`config.mk`:
```
export PLATFORM = sky130hd
export DESIGN_NAME = game_tick_ctrl_flat
export DESIGN_NICKNAME = d
export VERILOG_FILES = /design/src/rtl/game_tick_ctrl_pkg.sv /design/src/rtl/game_tick_ctrl_if.sv /design/src/rtl/game_tick_ctrl_btn_debounce.sv /design/src/rtl/game_tick_ctrl.sv /design/src/flat_wrapper.sv
export SDC_FILE = /design/constraint.sdc
export NUM_CORES = 1
export LEC_CHECK = 0
export BUFFER_PORTS_ARGS = -buffer_cell sky130_fd_sc_hd__buf_2
export CAP_MARGIN = 20
export CORE_MARGIN = 2
export CORE_UTILIZATION = 38
export DETAILED_ROUTE_END_ITERATION = 8
export HOLD_SLACK_MARGIN = 0.02
export PLACE_DENSITY_LB_ADDON = 0.2
export SLEW_MARGIN = 10
export SYNTH_ARGS = -nofsm -noshare
export SYNTH_HDL_FRONTEND = slang
export SYNTH_SLANG_ARGS = --single-unit
```
`constraint.sdc`:
```
create_clock -name clk -period 2.5 [get_ports clk]
set_input_delay 0.25 -clock clk [delete_from_list [all_inputs] [get_ports clk]]
set_output_delay 0.25 -clock clk [all_outputs]
set_load 0.01 [all_outputs]
```
`src/rtl/game_tick_ctrl_pkg.sv`:
```
// game_tick_ctrl_pkg
//   Shared definitions for the game tick front end and the state logic it feeds.
//   It holds the state width and the state encodings.
//   INIT must stay at 0 because reset loads it and the frame counter keys off it.
package game_tick_ctrl_pkg;

  localparam int STATE_W = 4;

  typedef enum logic [STATE_W-1:0] {
    INIT                   = 4'd0,
    DRAW_BOARD             = 4'd1,
    GENERATE               = 4'd2,
    MOVE_ONE_DOWN          = 4'd3,
    MOVE_LEFT              = 4'd4,
    MOVE_RIGHT             = 4'd5,
    SPIN_LEFT              = 4'd6,
    HIT_BOTTOM             = 4'd7,
    CHECK_COMPLETE_ROW     = 4'd8,
    DELETE_ROW             = 4'd9,
    SHIFT_ALL_BLOCKS_ABOVE = 4'd10,
    GAME_OVER              = 4'd11
  } state_t;

  function automatic int max_int(input int a, input int b);
    return (a > b) ? a : b;
  endfunction

endpackage

```
`src/rtl/game_tick_ctrl_if.sv`:
```
// game_tick_ctrl_if
//   Bundle between the tick controller and the combinational state/draw logic.
//   Signals:
//     frame_end  : 1-cycle pulse from the VGA timing at the first vblank line
//     ns         : next state produced by the state logic
//     s          : registered current state fed to the state logic
//     drop_tick  : gravity pulse
//     move_left  : move pulse
//     move_right : move pulse
//     spin_left  : move pulse
//   Modports:
//     master : the tick controller (drives s and the pulses)
//     slave  : the state logic / timing side
interface game_tick_ctrl_if;
  import game_tick_ctrl_pkg::*;

  logic               frame_end;
  logic [STATE_W-1:0] ns;
  logic [STATE_W-1:0] s;
  logic               drop_tick;
  logic               move_left;
  logic               move_right;
  logic               spin_left;

  modport master (
    input  frame_end, ns,
    output s, drop_tick, move_left, move_right, spin_left
  );

  modport slave (
    output frame_end, ns,
    input  s, drop_tick, move_left, move_right, spin_left
  );
endinterface

```
`src/rtl/game_tick_ctrl_btn_debounce.sv`:
```
// btn_debounce
//   Takes one raw asynchronous button through a 2-flop synchronizer and a stable-level
//   debouncer. It produces a 1-cycle pulse on each rising edge of the debounced level.
//   Parameters:
//     CYCLES : consecutive cycles the synced level must differ before level follows
//   Ports:
//     clk   in  clock
//     rst   in  synchronous active-high reset
//     btn   in  raw button, asynchronous
//     level out debounced level
//     rise  out 1-cycle pulse, registered, on the debounced 0->1 transition
module btn_debounce
  import game_tick_ctrl_pkg::*;
#(
  parameter int CYCLES = 250000
) (
  input  logic clk,
  input  logic rst,
  input  logic btn,
  output logic level,
  output logic rise
);

  localparam int CNT_W = $clog2(CYCLES + 1);

  logic             meta_p0;
  logic             sync_p1;
  logic [CNT_W-1:0] cnt;

  always_ff @(posedge clk) begin
    if (rst) begin
      meta_p0 <= 1'b0;
      sync_p1 <= 1'b0;
      level   <= 1'b0;
      rise    <= 1'b0;
      cnt     <= '0;
    end else begin
      // synchronizer stages
      meta_p0 <= btn;
      sync_p1 <= meta_p0;
      rise    <= 1'b0;
      // Any cycle where the synced level agrees with level restarts the count.
      if (sync_p1 != level) begin
        if (cnt == CNT_W'(CYCLES - 1)) begin
          level <= sync_p1;
          rise  <= sync_p1;
          cnt   <= '0;
        end else begin
          cnt <= cnt + 1'b1;
        end
      end else begin
        cnt <= '0;
      end
    end
  end

endmodule

```
`src/rtl/game_tick_ctrl.sv`:
```
// game_tick_ctrl
//   This block is the sequential front end of the game state logic.
//   - It registers the state s from ns, and s only advances on frame_end.
//   - It generates the gravity drop_tick from a frame counter.
//   - It turns debounced button presses into frame-aligned move pulses.
//   All outputs are registered and change on the edge that samples frame_end.
//   Optional build macro: FAST_DROP_EN. It adds the btn_down port.
//   While down is held, the drop period becomes FAST_DROP_FRAMES.
//   Ports:
//     clk        in  pixel clock
//     rst        in  synchronous active-high reset
//     tick       master modport of game_tick_ctrl_if (frame_end, ns, s, pulses)
//     btn_left   in  raw button
//     btn_right  in  raw button
//     btn_rot    in  raw button
//     btn_down   in  raw button (FAST_DROP_EN only)
module game_tick_ctrl
  import game_tick_ctrl_pkg::*;
#(
  parameter int DROP_FRAMES     = 30,
  parameter int DEBOUNCE_CYCLES = 250000
`ifdef FAST_DROP_EN
  ,
  parameter int FAST_DROP_FRAMES = 3
`endif
) (
  input  logic              clk,
  input  logic              rst,
  game_tick_ctrl_if.master  tick,
  input  logic              btn_left,
  input  logic              btn_right,
  input  logic              btn_rot
`ifdef FAST_DROP_EN
  ,
  input  logic              btn_down
`endif
);

`ifdef FAST_DROP_EN
  localparam int PERIOD_MAX = max_int(DROP_FRAMES, FAST_DROP_FRAMES);
`else
  localparam int PERIOD_MAX = DROP_FRAMES;
`endif
  localparam int FCNT_W = $clog2(PERIOD_MAX + 1);

  logic [FCNT_W-1:0] fcnt;
  logic [FCNT_W-1:0] period_m1;
  logic              rise_left, rise_right, rise_rot;
  logic [2:0]        unused_lvl;
  logic              pend_left, pend_right, pend_rot;

  btn_debounce #(.CYCLES(DEBOUNCE_CYCLES)) u_deb_left (
    .clk(clk), .rst(rst), .btn(btn_left), .level(unused_lvl[0]), .rise(rise_left)
  );
  btn_debounce #(.CYCLES(DEBOUNCE_CYCLES)) u_deb_right (
    .clk(clk), .rst(rst), .btn(btn_right), .level(unused_lvl[1]), .rise(rise_right)
  );
  btn_debounce #(.CYCLES(DEBOUNCE_CYCLES)) u_deb_rot (
    .clk(clk), .rst(rst), .btn(btn_rot), .level(unused_lvl[2]), .rise(rise_rot)
  );

`ifdef FAST_DROP_EN
  logic down_lvl;
  logic unused_down_rise;

  btn_debounce #(.CYCLES(DEBOUNCE_CYCLES)) u_deb_down (
    .clk(clk), .rst(rst), .btn(btn_down), .level(down_lvl), .rise(unused_down_rise)
  );

  assign period_m1 = down_lvl ? FCNT_W'(FAST_DROP_FRAMES - 1) : FCNT_W'(DROP_FRAMES - 1);
`else
  assign period_m1 = FCNT_W'(DROP_FRAMES - 1);
`endif

  always_ff @(posedge clk) begin
    if (rst) begin
      tick.s          <= INIT;
      tick.drop_tick  <= 1'b0;
      tick.move_left  <= 1'b0;
      tick.move_right <= 1'b0;
      tick.spin_left  <= 1'b0;
      fcnt            <= '0;
      pend_left       <= 1'b0;
      pend_right      <= 1'b0;
      pend_rot        <= 1'b0;
    end else begin
      if (tick.frame_end) begin
        tick.s <= tick.ns;
      end

      // The >= compare covers a drop-period shrink that leaves fcnt past the new end.
      tick.drop_tick <= 1'b0;
      if (tick.s == INIT) begin
        fcnt <= '0;
      end else if (tick.frame_end) begin
        if (fcnt >= period_m1) begin
          tick.drop_tick <= 1'b1;
          fcnt           <= '0;
        end else begin
          fcnt <= fcnt + 1'b1;
        end
      end

      // Opposite moves pending in one frame cancel each other.
      tick.move_left  <= tick.frame_end & pend_left & ~pend_right;
      tick.move_right <= tick.frame_end & pend_right & ~pend_left;
      tick.spin_left  <= tick.frame_end & pend_rot;

      // A rise landing on the frame_end cycle survives the clear for the next frame.
      if (tick.frame_end) begin
        pend_left  <= rise_left;
        pend_right <= rise_right;
        pend_rot   <= rise_rot;
      end else begin
        pend_left  <= pend_left | rise_left;
        pend_right <= pend_right | rise_right;
        pend_rot   <= pend_rot | rise_rot;
      end
    end
  end

endmodule

```
`src/flat_wrapper.sv`:
```
// flat-port wrapper written by rule: the top's interface ports become plain ports
module game_tick_ctrl_flat import game_tick_ctrl_pkg::*;
#(
  parameter int DROP_FRAMES     = 30,
  parameter int DEBOUNCE_CYCLES = 250000

)
  (clk, rst, btn_left, btn_right, btn_rot, tick_frame_end, tick_ns, tick_s, tick_drop_tick, tick_move_left, tick_move_right, tick_spin_left);
  game_tick_ctrl_if tick_i ();
  input  logic clk;
  input  logic rst;
  input  logic btn_left;
  input  logic btn_right;
  input  logic btn_rot;
  input wire logic [$bits(tick_i.frame_end)-1:0] tick_frame_end;
  input wire logic [$bits(tick_i.ns)-1:0] tick_ns;
  output wire logic [$bits(tick_i.s)-1:0] tick_s;
  output wire logic [$bits(tick_i.drop_tick)-1:0] tick_drop_tick;
  output wire logic [$bits(tick_i.move_left)-1:0] tick_move_left;
  output wire logic [$bits(tick_i.move_right)-1:0] tick_move_right;
  output wire logic [$bits(tick_i.spin_left)-1:0] tick_spin_left;
  assign tick_i.frame_end = tick_frame_end;
  assign tick_i.ns = tick_ns;
  assign tick_s = tick_i.s;
  assign tick_drop_tick = tick_i.drop_tick;
  assign tick_move_left = tick_i.move_left;
  assign tick_move_right = tick_i.move_right;
  assign tick_spin_left = tick_i.spin_left;
  game_tick_ctrl #(.DROP_FRAMES(DROP_FRAMES), .DEBOUNCE_CYCLES(DEBOUNCE_CYCLES)) u_core (.clk(clk), .rst(rst), .tick(tick_i), .btn_left(btn_left), .btn_right(btn_right), .btn_rot(btn_rot));
endmodule
```
; ---- Word-level counts from Yosys, hierarchy flattened
; Cells that the tools add are included.
[op_classes]
addsub = 4
order_cmp = 1
eq_ne = 6
mux = 5
n_bitwise = 17
n_reduce_logical = 12
[op_table]
columns = op, count
row1 = "18-bit by 1-bit adder with 18-bit output, second input constant", 3
row2 = "18-bit equality test, second input constant", 3
row3 = 3-bit OR reduction, 7
row4 = 1-bit NOT, 9
row5 = 2-bit AND reduction, 3
row6 = "5-bit by 1-bit adder with 5-bit output, second input constant", 1
row7 = 1-bit AND, 5
row8 = "5-bit greater-or-equal comparator, second input constant", 1
row9 = 5-bit 2-to-1 mux, 1
row10 = 4-bit zero test, 1
row11 = 1-bit 2-to-1 mux, 4
row12 = 1-bit inequality test, 3
row13 = 1-bit bitwise OR, 3
row14 = 2-bit OR reduction, 1
[totals]
register_bits = 82
output_inout_bits = 8
word_cells = 69

; ---- Longest topological paths before layout
[logic_depth]
word_depth = 3
depth_mapped = 6
depth_no_buf = 6

; ---- Modules after synthesis
; From an unflattened synthesis, not the netlist that was laid out.
[unflattened]
hier_cells = 378
area_unflattened_um2 = 3505.9
[by_module_without_submodules]
columns = module, instances, cells_each, area_per_inst_um2
row1 = btn_debounce, 3, 106, 965.9
row2 = game_tick_ctrl, 1, 60, 608.1

; ---- Least setup slack after synthesis
; No wires, ideal clock.
[synth_timing]
path_kind = register to register
start = register u_core.u_deb_rot.cnt[0]
end = register u_core.u_deb_rot.cnt[10]
setup_time_ns = 0.117
arrival_ns = 1.634
slack_ns = 0.749
stages_incl_launch_ff = 7
n_path_buf = 1
synth_period_minus_slack_ns = 1.751
cell_sequence = dfxtp_1 -> ha_1 -> nand3_1 -> or3_1 -> o21ai_2 -> buf_2 -> nor2_1
[synth_via]
elab_chain_len = 2
[synth_lines]
columns = element, line
row1 = "start, declared", game_tick_ctrl_btn_debounce.sv:28  ; logic [CNT_W-1:0] cnt;
row2 = "start signal, assigned", game_tick_ctrl_btn_debounce.sv:49  ; cnt <= cnt + 1'b1;
row3 = "parallel branches: the longest is 2 deep, another holds 18-bit by 1-bit adder with 18-bit output", --
; Parallel ways; which one is timed is not known.
; A chain may end at the register's enable or synchronous reset.

; ---- Worst setup path after layout
[layout_timing]
start = register u_core.u_deb_right.cnt[0]
end = register u_core.u_deb_right.cnt[16]
[layout_via]
elab_chain_len = 2
[layout_lines]
columns = element, line
row1 = "start, declared", game_tick_ctrl_btn_debounce.sv:28
row2 = "start signal, assigned", game_tick_ctrl_btn_debounce.sv:49
row3 = "parallel branches: the longest is 2 deep, another holds 18-bit by 1-bit adder with 18-bit output", --
; Parallel ways; which one is timed is not known.

==> results.toml <==
[outcome]
status = "finished clean"

[power_and_ir_drop]
ir_drop_mv = 0.252
power_density_nw_per_um2 = 606
power.leakage_nw = 1.19

[clock_network]
cts_buffers = 9
cts_root_buf = "clkbuf_8"
cts.htree.levels = 3
worstSkewPairLatency_ns = 0.36
cts-resized-gates = 0
cts.sinks = 82
clockBufferDepth = 2
clk_pin_slew_ns = 0.09
cts_setup_buffers = 0
cts_tree = "done"
hold_buffers = 0

[routing]
drtPass1Iterations = 4
postRouteAntennaNets = 0
drt_iter0_drc = 72
viasPerCell = 5.01
drc_errors = 0
dr_total_vias = 2594
routed_wl_mm = 6.32
wl_per_cell_um = 12.2

[min_path]
min_path_cells = 2
hp-start = "btn_left"
hp-class = "primary input to flip-flop"
worstHoldEndpoint = "u_core.u_deb_left.meta_p0"

[final_layout]
final_util = 0.432
nNetsFinal = 417
antennaDiodeCount = 0
area_delta_synth_final_pct = 11.9
fillers = 901
final_common_cell = "dfxtp_1"
final_cell_mix = "82 x dfxtp_1, 73 x nor2_1, 43 x xnor2_1"
stdcell_count = 518
drive_gt1_frac = 0.120

[floorplan]
dieArea_sq_um = 10000
num_rows = 35
ios = 18
core_area_sq_um = 9110
die_w_um = 100
start_util = 0.386
die_h_um = 100

[critical_path]
critPathLaunchType = "flip-flop"
reg2reg_from = "u_core.u_deb_right.cnt[0]"
end_kind = "flip-flop"
r2r_end = "u_core.u_deb_right.cnt[16]"
critPathRequiredTime_ns = 2.76
arrival_ns = 2.11
rr_worst_depth = 5
r2r_slack_ns = 0.65
crit_type = "flip-flop to flip-flop"
crit_fanout = 5

[sta]
relSlewSlack = 0.636
hold_viol = 0
tightest_slew_ns = 0.541
drv_slew = 0
setup-tns-final_ns = 0
fmax_ghz = 0.541
skew_ns = 0.0118
setup_violations = 0
rsz0062_at_grt = "false"
final.period_utilization = 0.740
min_period_ns = 1.85

[logic_synthesis]
postSynthCellCount = 378
synth_edf_count = 0
synthesis.nets = 393
ys_warn_count = 0
syn_avg_cell_area_sq_um = 9.30
ys_types = 43
synth_area_leaders = "dfxtp_1 47%, xnor2_1 11%, nor2_1 7.8%"
synth_top_area_share = 0.467
ys_seq_elements = 82
yosys.area.top_type = "dfxtp_1"
ys.flop_type = "dfxtp_1"
synth-seq-area-share = 0.467
ys_async_sr_fraction = 0
syn_area_sq_um = 3510

[flow_run]
cap_violations = 0

[placement]
port_buffers = 17
place_hpwl_mm = 4.37
dp.cells = 502
place.gp.congestion = 0.754

[global_routing]
grt_usage = 0.137
grt_overflow = 0
grt_max_degree = 28
first_global_vias = 2372
antenna_found_initial = 0
grt_pass1_wl_mm = 11.2
-- metrics by stage --
step	instance area (sq um)	power, mW	hold slack, ns	worst slack [ns]
CTS	3930	2.42	0.0832	0.625
floorplan	3510	1.40	0.378	0.749
detailed placement	3720	1.42	0.422	0.649
global route	3930	2.49	0.0821	0.420
finish	3930	2.38	0.102	0.651
global placement	3720	1.42	0.420	0.665
-- critical path, cell delays in order (launching register included) --
cell and delay (ns):
dfxtp_1 0.43, ha_1 0.24, nand3_1 0.29, nor4_4 0.41
mux2i_1 0.12, nor4b_1 0.27
-- state kept, by name, summed over array words and instances (netlist names), 4 cells and up --
register	count
u_core.fcnt	5
u_core.u_deb_rot.cnt	18
u_core.tick.s	4
u_core.u_deb_left.cnt	18
u_core.u_deb_right.cnt	18
-- cells in the mapped netlist (2+ instances only) --
library cell  count
a21oi_1           6
and3_1            2
buf_2             3
clkbuf_1          3
dfxtp_1          82
ha_1              5
inv_1            10
mux2i_1           8
nand2_1          16
nand2b_1          5
nand3_1          18
nand3b_1          2
nand4_1          17
nor2_1           73
nor2b_1           7
nor3_1           12
nor4_1           23
nor4b_1           5
o21ai_0           2
o31ai_1           4
or3_1             3
or4_1             3
xnor2_1          43
xor2_1            7
-- cell families after synthesis --
| logic type | synth area share |
|---|---|
| buf+inv | 0.0246 |
| simple gates | 0.300 |
| flops | 0.467 |
| mux | 0.0228 |
| fa+ha+maj | 0.0178 |
| compound gates | 0.0427 |
| xor+xnor | 0.125 |
-- worst max path at each step --
stage          cells past startpoint                         end                       from
2_1_floorplan                      6    u_core.u_deb_rot.cnt[10]    u_core.u_deb_rot.cnt[0]
6_report                           5  u_core.u_deb_right.cnt[16]  u_core.u_deb_right.cnt[0]
4_1_cts                            5  u_core.u_deb_right.cnt[16]  u_core.u_deb_right.cnt[0]
5_1_grt                            5  u_core.u_deb_right.cnt[16]  u_core.u_deb_right.cnt[0]
3_5_place_dp                       5  u_core.u_deb_right.cnt[16]  u_core.u_deb_right.cnt[0]
3_3_place_gp                       5  u_core.u_deb_right.cnt[16]  u_core.u_deb_right.cnt[0]
-- power breakdown --
part / total (mW) / leakage, nW / switching [mW] / internal [mW]
logic: 0.0602 / 0.421 / 0.0339 / 0.0263
clock network: 0.996 / 0.103 / 0.516 / 0.481
registers: 1.32 / 0.663 / 0.00847 / 1.32
total: 2.38 / 1.19 / 0.558 / 1.82
-- cell type report --
class / count / area, sq um / area share
Clock buffer: 9 / 124 / 0.0315
Clock inverter: 7 / 83.8 / 0.0213
Inverter: 11 / 41.3 / 0.0105
Multi-Input combinational cell: 277 / 1790 / 0.454
Sequential cell: 82 / 1640 / 0.418
Tap cell: 111 / 139 / 0.0353
Timing Repair Buffer: 21 / 115 / 0.0293
-- metal layers --
metal / GRT usage / wire [um]
met1: 0.189 / 3250
met2: 0.205 / 2810
met5: 0 / 0
met4: 0.0506 / 91
met3: 0.0397 / 163
Note: power is estimated with default switching activity, not from simulation.
